[src/rtl/alu_rr_scheduler.sv]
// alu_rr_scheduler
//   Lets two requesters share one external combinational ALU, one operation
//   at a time. A round-robin arbiter picks between the requesters. A
//   three-state FSM (IDLE -> EXEC -> RESP) then takes the winner's operation,
//   drives it to the ALU, registers the result and flags, and holds a tagged
//   response until the consumer accepts it.
//
// Ports
//   clk, rst                         clock, synchronous active-high reset
//   reqN_valid / reqN_ready          request handshake for requester N (0, 1)
//   reqN_a, reqN_b, reqN_cin,
//   reqN_mode                        operation of requester N
//   alu_a, alu_b, alu_cin, alu_mode  latched operation sent to the ALU
//   alu_result, alu_flags            ALU outputs, flags = {c, v, z, n}
//   resp_valid / resp_ready          response handshake
//   resp_id, resp_result, resp_flags tagged, registered response
//   busy                             high while state is not IDLE
module alu_rr_scheduler #(
    parameter int W      = 8,
    parameter int MODE_W = 4
) (
    input  logic              clk,
    input  logic              rst,
    input  logic              req0_valid,
    output logic              req0_ready,
    input  logic [W-1:0]      req0_a,
    input  logic [W-1:0]      req0_b,
    input  logic              req0_cin,
    input  logic [MODE_W-1:0] req0_mode,
    input  logic              req1_valid,
    output logic              req1_ready,
    input  logic [W-1:0]      req1_a,
    input  logic [W-1:0]      req1_b,
    input  logic              req1_cin,
    input  logic [MODE_W-1:0] req1_mode,
    output logic [W-1:0]      alu_a,
    output logic [W-1:0]      alu_b,
    output logic              alu_cin,
    output logic [MODE_W-1:0] alu_mode,
    input  logic [W-1:0]      alu_result,
    input  logic [3:0]        alu_flags,
    output logic              resp_valid,
    input  logic              resp_ready,
    output logic              resp_id,
    output logic [W-1:0]      resp_result,
    output logic [3:0]        resp_flags,
    output logic              busy
);

    typedef enum logic [1:0] {IDLE, EXEC, RESP} state_t;

    state_t              state_q;
    logic                last_grant_q;
    logic                id_q;
    logic [W-1:0]        a_q, b_q;
    logic                cin_q;
    logic [MODE_W-1:0]   mode_q;
    logic                resp_valid_q, resp_id_q, busy_q;
    logic [W-1:0]        resp_result_q;
    logic [3:0]          resp_flags_q;

    logic                grant_d;
    logic                accept_d;
    logic                can_accept;

    // On a tie the requester that did not win last time goes first. With one
    // valid requester, that requester wins.
    always_comb begin
        grant_d = 1'b0;
        if (req0_valid && req1_valid)
            grant_d = ~last_grant_q;
        else if (req1_valid)
            grant_d = 1'b1;
    end

    // rst blocks the readys so that reset wins over a request in the same cycle.
    assign can_accept = (state_q == IDLE) && !rst;
    assign req0_ready = can_accept && req0_valid && !grant_d;
    assign req1_ready = can_accept && req1_valid &&  grant_d;
    assign accept_d   = req0_ready || req1_ready;

    always_ff @(posedge clk) begin
        if (rst) begin
            state_q       <= IDLE;
            last_grant_q  <= 1'b1;
            id_q          <= 1'b0;
            a_q           <= '0;
            b_q           <= '0;
            cin_q         <= 1'b0;
            mode_q        <= '0;
            resp_valid_q  <= 1'b0;
            resp_id_q     <= 1'b0;
            resp_result_q <= '0;
            resp_flags_q  <= '0;
            busy_q        <= 1'b0;
        end else begin
            case (state_q)
                IDLE: begin
                    if (accept_d) begin
                        a_q          <= grant_d ? req1_a    : req0_a;
                        b_q          <= grant_d ? req1_b    : req0_b;
                        cin_q        <= grant_d ? req1_cin  : req0_cin;
                        mode_q       <= grant_d ? req1_mode : req0_mode;
                        id_q         <= grant_d;
                        last_grant_q <= grant_d;
                        busy_q       <= 1'b1;
                        state_q      <= EXEC;
                    end
                end
                EXEC: begin
                    // The ALU is combinational, so its outputs are valid after
                    // one cycle with the latched operands applied.
                    resp_result_q <= alu_result;
                    resp_flags_q  <= alu_flags;
                    resp_id_q     <= id_q;
                    resp_valid_q  <= 1'b1;
                    state_q       <= RESP;
                end
                RESP: begin
                    if (resp_ready) begin
                        resp_valid_q <= 1'b0;
                        busy_q       <= 1'b0;
                        state_q      <= IDLE;
                    end
                end
                default: begin
                    resp_valid_q <= 1'b0;
                    busy_q       <= 1'b0;
                    state_q      <= IDLE;
                end
            endcase
        end
    end

    assign alu_a       = a_q;
    assign alu_b       = b_q;
    assign alu_cin     = cin_q;
    assign alu_mode    = mode_q;
    assign resp_valid  = resp_valid_q;
    assign resp_id     = resp_id_q;
    assign resp_result = resp_result_q;
    assign resp_flags  = resp_flags_q;
    assign busy        = busy_q;

endmodule

[config.mk]
export PLATFORM = sky130hd
export DESIGN_NAME = alu_rr_scheduler
export DESIGN_NICKNAME = d
export VERILOG_FILES = /design/src/rtl/alu_rr_scheduler.sv
export SDC_FILE = /design/constraint.sdc
export NUM_CORES = 1
export LEC_CHECK = 0
export BUFFER_PORTS_ARGS = -buffer_cell sky130_fd_sc_hd__buf_2
export CORE_MARGIN = 2
export CORE_UTILIZATION = 43
export DETAILED_ROUTE_END_ITERATION = 16
export PLACE_DENSITY = 0.82
export SYNTH_ARGS = -nofsm -noshare
export SYNTH_HDL_FRONTEND = slang
export SYNTH_SLANG_ARGS = --single-unit
[constraint.sdc]
create_clock -name clk -period 1.6 [get_ports clk]
set_input_delay 0.08 -clock clk [delete_from_list [all_inputs] [get_ports clk]]
set_output_delay 0.08 -clock clk [all_outputs]
set_load 0.01 [all_outputs]
==> key figures <==
Outcome
  – Status: finished, violations left
  – Failing checks: negative setup slack

Synth
  – Syn Area/Cell: 8.11 um2
  – Syn. warnings: 0
  – Sequential fraction of the synthesis area: 0.468
  – Async S/R FF share, synth: 0
  – Syn Nets: 270
  – Most common flop cell mapped by yosys: dfxtp_1
  – Yosys cell types: 17
  – Count leader, synth: dfxtp_1
  – Synth area leader: dfxtp_1
  – Number of flops mapped to enable cells by yosys: 0
  – Post-synth top area share: 0.468
  – Synth top area cells: dfxtp_1 (47%), a21oi_1 (11%), a211oi_1 (9.2%)
  – Post-synthesis cell count: 211
  – Yosys reg bits: 40
  – Post-Syn Area: 1710 um2
  – Post-synth top cells: dfxtp_1 (40), a21oi_1 (37), nand2_1 (28)

GRT
  – All-Layer GR Usage: 0.223
  – Total congestion overflow: 0
  – Met1 usage: 0.291
  – Most Used Layer, Global Route: met2
  – Initial antenna violation count: 0
  – Met3 Usage GRT: 0.0439
  – GRT met2 Usage: 0.363
  – Number of global-route vias before repair: 1644
  – Largest net degree at the start of global routing: 43
  – First-pass GRT wire length: 7570 um

Worst hold path
  – Worst hold path type: primary input to flop
  – Worst Hold Depth: 3

Setup path
  – Slowest-stage cell, CP: or3b_4
  – Worst Setup Start Kind: flop
  – CP top delay family: simple AND/OR/NAND/NOR gates
  – Worst-path cell chain: or3b_4, buf_12, a21o_1, nor2_1, buf_2
  – CP Data Arrival Time: 1.54 ns
  – Slowest stage delay, CP: 0.39 ns
  – R2R cell count: 5
  – Crit-path max FO: 4
  – Crit path required time: 1.52 ns
  – Critical Path Sink Type: output pin
  – Setup CP Type: flop to output pin
  – Worst reg2reg setup slack: 0 ns
  – Critical path depth: 5
  – CP Buf/Inv Count: 2

Route
  – 1st-pass router iterations: 4
  – Via count: 1891
  – Detail Route Antenna Nets: 0
  – Final WL: 5050 um
  – Vias per cell: 5.30
  – DRC: 0
  – Drt wl/cell: 14.1 um
  – DR iter-0 viols: 156

STA
  – Worst setup margin: -0.0226 ns
  – Fmax: 616 MHz
  – Final setup violation count: 1
  – Period utilization: 1.01
  – Skew final: 0.00607 ns
  – Final Hold Fails: 0
  – Pins over their slew limit: 0
  – Tmin final: 1.62 ns
  – Relative slew slack: 0.503
  – Min Hold Slack: 0.0202 ns
  – RSZ-0062 raised after global routing: yes
  – Worst Max-Slew Pin Slew: 0.745 ns

Floorplan
  – Top Ports: 97
  – Die area: 4500 um2
  – Rows: 22
  – Die height: 67.1 um
  – CORE AREA: 3740 um2
  – Initial cell density of the core: 0.457
  – Chip width: 67.1 um

Layout
  – Layout cell share with drive strength beyond 1: 0.434
  – Fin util: 0.661
  – Filler cell count: 339
  – Reg area: 806 um2
  – Multi-input gate area: 836 um2
  – Ant diodes: 0
  – Final #Nets: 367
  – P&R area growth vs syn: 44.7%

CTS
  – # clock sinks: 40
  – Clock buffer count from CTS: 5
  – Maximum buffer depth of the clock tree: 2
  – Worst-skew pair later-pin latency: 0.28 ns
  – CTS tree: done
  – Reg clk slew, reported paths: 0.08 ns
  – Clock root buffer: clkbuf_8
  – Htree depth: 2

Pwr
  – Max VDD drop: 631 uV
  – Leak pwr: 1.11 nW
  – Pwr/cell area: 1070 nW/um2

Run
  – MaxCap Viol Count: 0

Placement
  – GPL Wtd Cong: 0.720
  – Port-buffer cells: 96
  – Post-DP HPWL: 3260 um
  – DP Worst Slack: 0.181 ns
-- placed cells by master, fill, tap and decap left out --
| master | Yosys | layout |
|---|---|---|
| nor2_1 | 7 | 7 |
| a211oi_2 | 0 | 7 |
| nor3_1 | 23 | 23 |
| nor2b_1 | 2 | 1 |
| nand2_1 | 28 | 28 |
| a211oi_1 | 21 | 14 |
| bufbuf_16 | 0 | 1 |
| dfxtp_1 | 40 | 38 |
| bufinv_16 | 0 | 1 |
| dfxtp_2 | 0 | 1 |
| or3b_4 | 0 | 2 |
| a211o_1 | 1 | 1 |
| buf_2 | 4 | 96 |
| nand2b_1 | 2 | 2 |
| a21o_1 | 1 | 1 |
| buf_4 | 0 | 16 |
| or2_0 | 1 | 1 |
| nor2b_2 | 0 | 1 |
| buf_12 | 0 | 1 |
| o21a_1 | 1 | 1 |
| clkinv_4 | 0 | 1 |
| a21oi_1 | 37 | 37 |
| clkbuf_8 | 0 | 6 |
| dfxtp_4 | 0 | 1 |
| nor4_1 | 21 | 21 |
-- report_power, final --
group	internal (mW)	total (mW)	leakage (nW)	switching, mW
clock network	0.510	0.852	0.0614	0.342
registers	1.10	1.15	0.332	0.0537
logic	0.305	0.655	0.716	0.350
total	1.91	2.66	1.11	0.746
-- sequential cells by signal, summed over array words and instances, names as in the netlist --
name,count
state_q,2
last_grant_q,1
resp_result,8
id_q,1
alu_cin,1
resp_valid,1
alu_a,8
resp_flags,4
alu_mode,4
busy,1
resp_id,1
alu_b,8
-- per-stage QoR --
step	area [um2]	setup TNS [ns]	std cells	power [mW]
after floorplan	1710	0	211	1.52
after global placement	2240	0	345	1.76
after detailed placement	2240	0	345	1.77
after CTS	2460	-0.0464	357	2.66
after global routing	2480	-0.238	357	2.80
final	2480	-0.0226	357	2.66
-- area by class of cell --
type	instances	area share
flip-flops and latches	40	0.325
repair buffers	114	0.264
multi-input cells	147	0.338
well taps	48	0.0243
clock inverters	2	0.0157
clock buffers	6	0.0334
-- path summary, 6_finish.rpt --
| path | start | end |
|---|---|---|
| worst max-delay path | state_q[1]$_SDFFE_PP0P_ | req1_ready |
| worst min-delay path | alu_result[3] | resp_result[3]$_SDFFE_PP0P_ |
| worst max register to register | state_q[1]$_SDFFE_PP0P_ | alu_b[2]$_SDFFE_PP0P_ |
| worst min register to register | resp_result[3]$_SDFFE_PP0P_ | resp_result[3]$_SDFFE_PP0P_ |
-- what timing repair did --
item,CTS,global route
pin swaps,1,6
endpoints found under the hold margin,0,0
hold buffers,0,0
buffers inserted,3,0
cloned,1,0
endpoints found under the setup margin,2,14
gates resized for setup,10,5
-- layer usage --
layer  vias to the layer above  wire length, um
met5                         -                0
met4                         0               76
met3                         7              308
met2                        68             2420
met1                       855             2250
li1                        961                -
-- logic make-up (layout without fill, tap and decap cells) --
family                 Yosys count  after routing  synth area share
buffers and inverters           24            122            0.0687
flip-flops                      40             40             0.468
AND/OR/NAND/NOR                 86             86             0.249
AO/OA/AOI/OAI                   61             61             0.214
-- worst min-delay path: cells and delay by family --
family	cells	cell delay (ns)
buffers and inverters	1	0.09
AO/OA/AOI/OAI	1	0.05
AND/OR/NAND/NOR	1	0.04
Power figures use the tool's default switching activity.
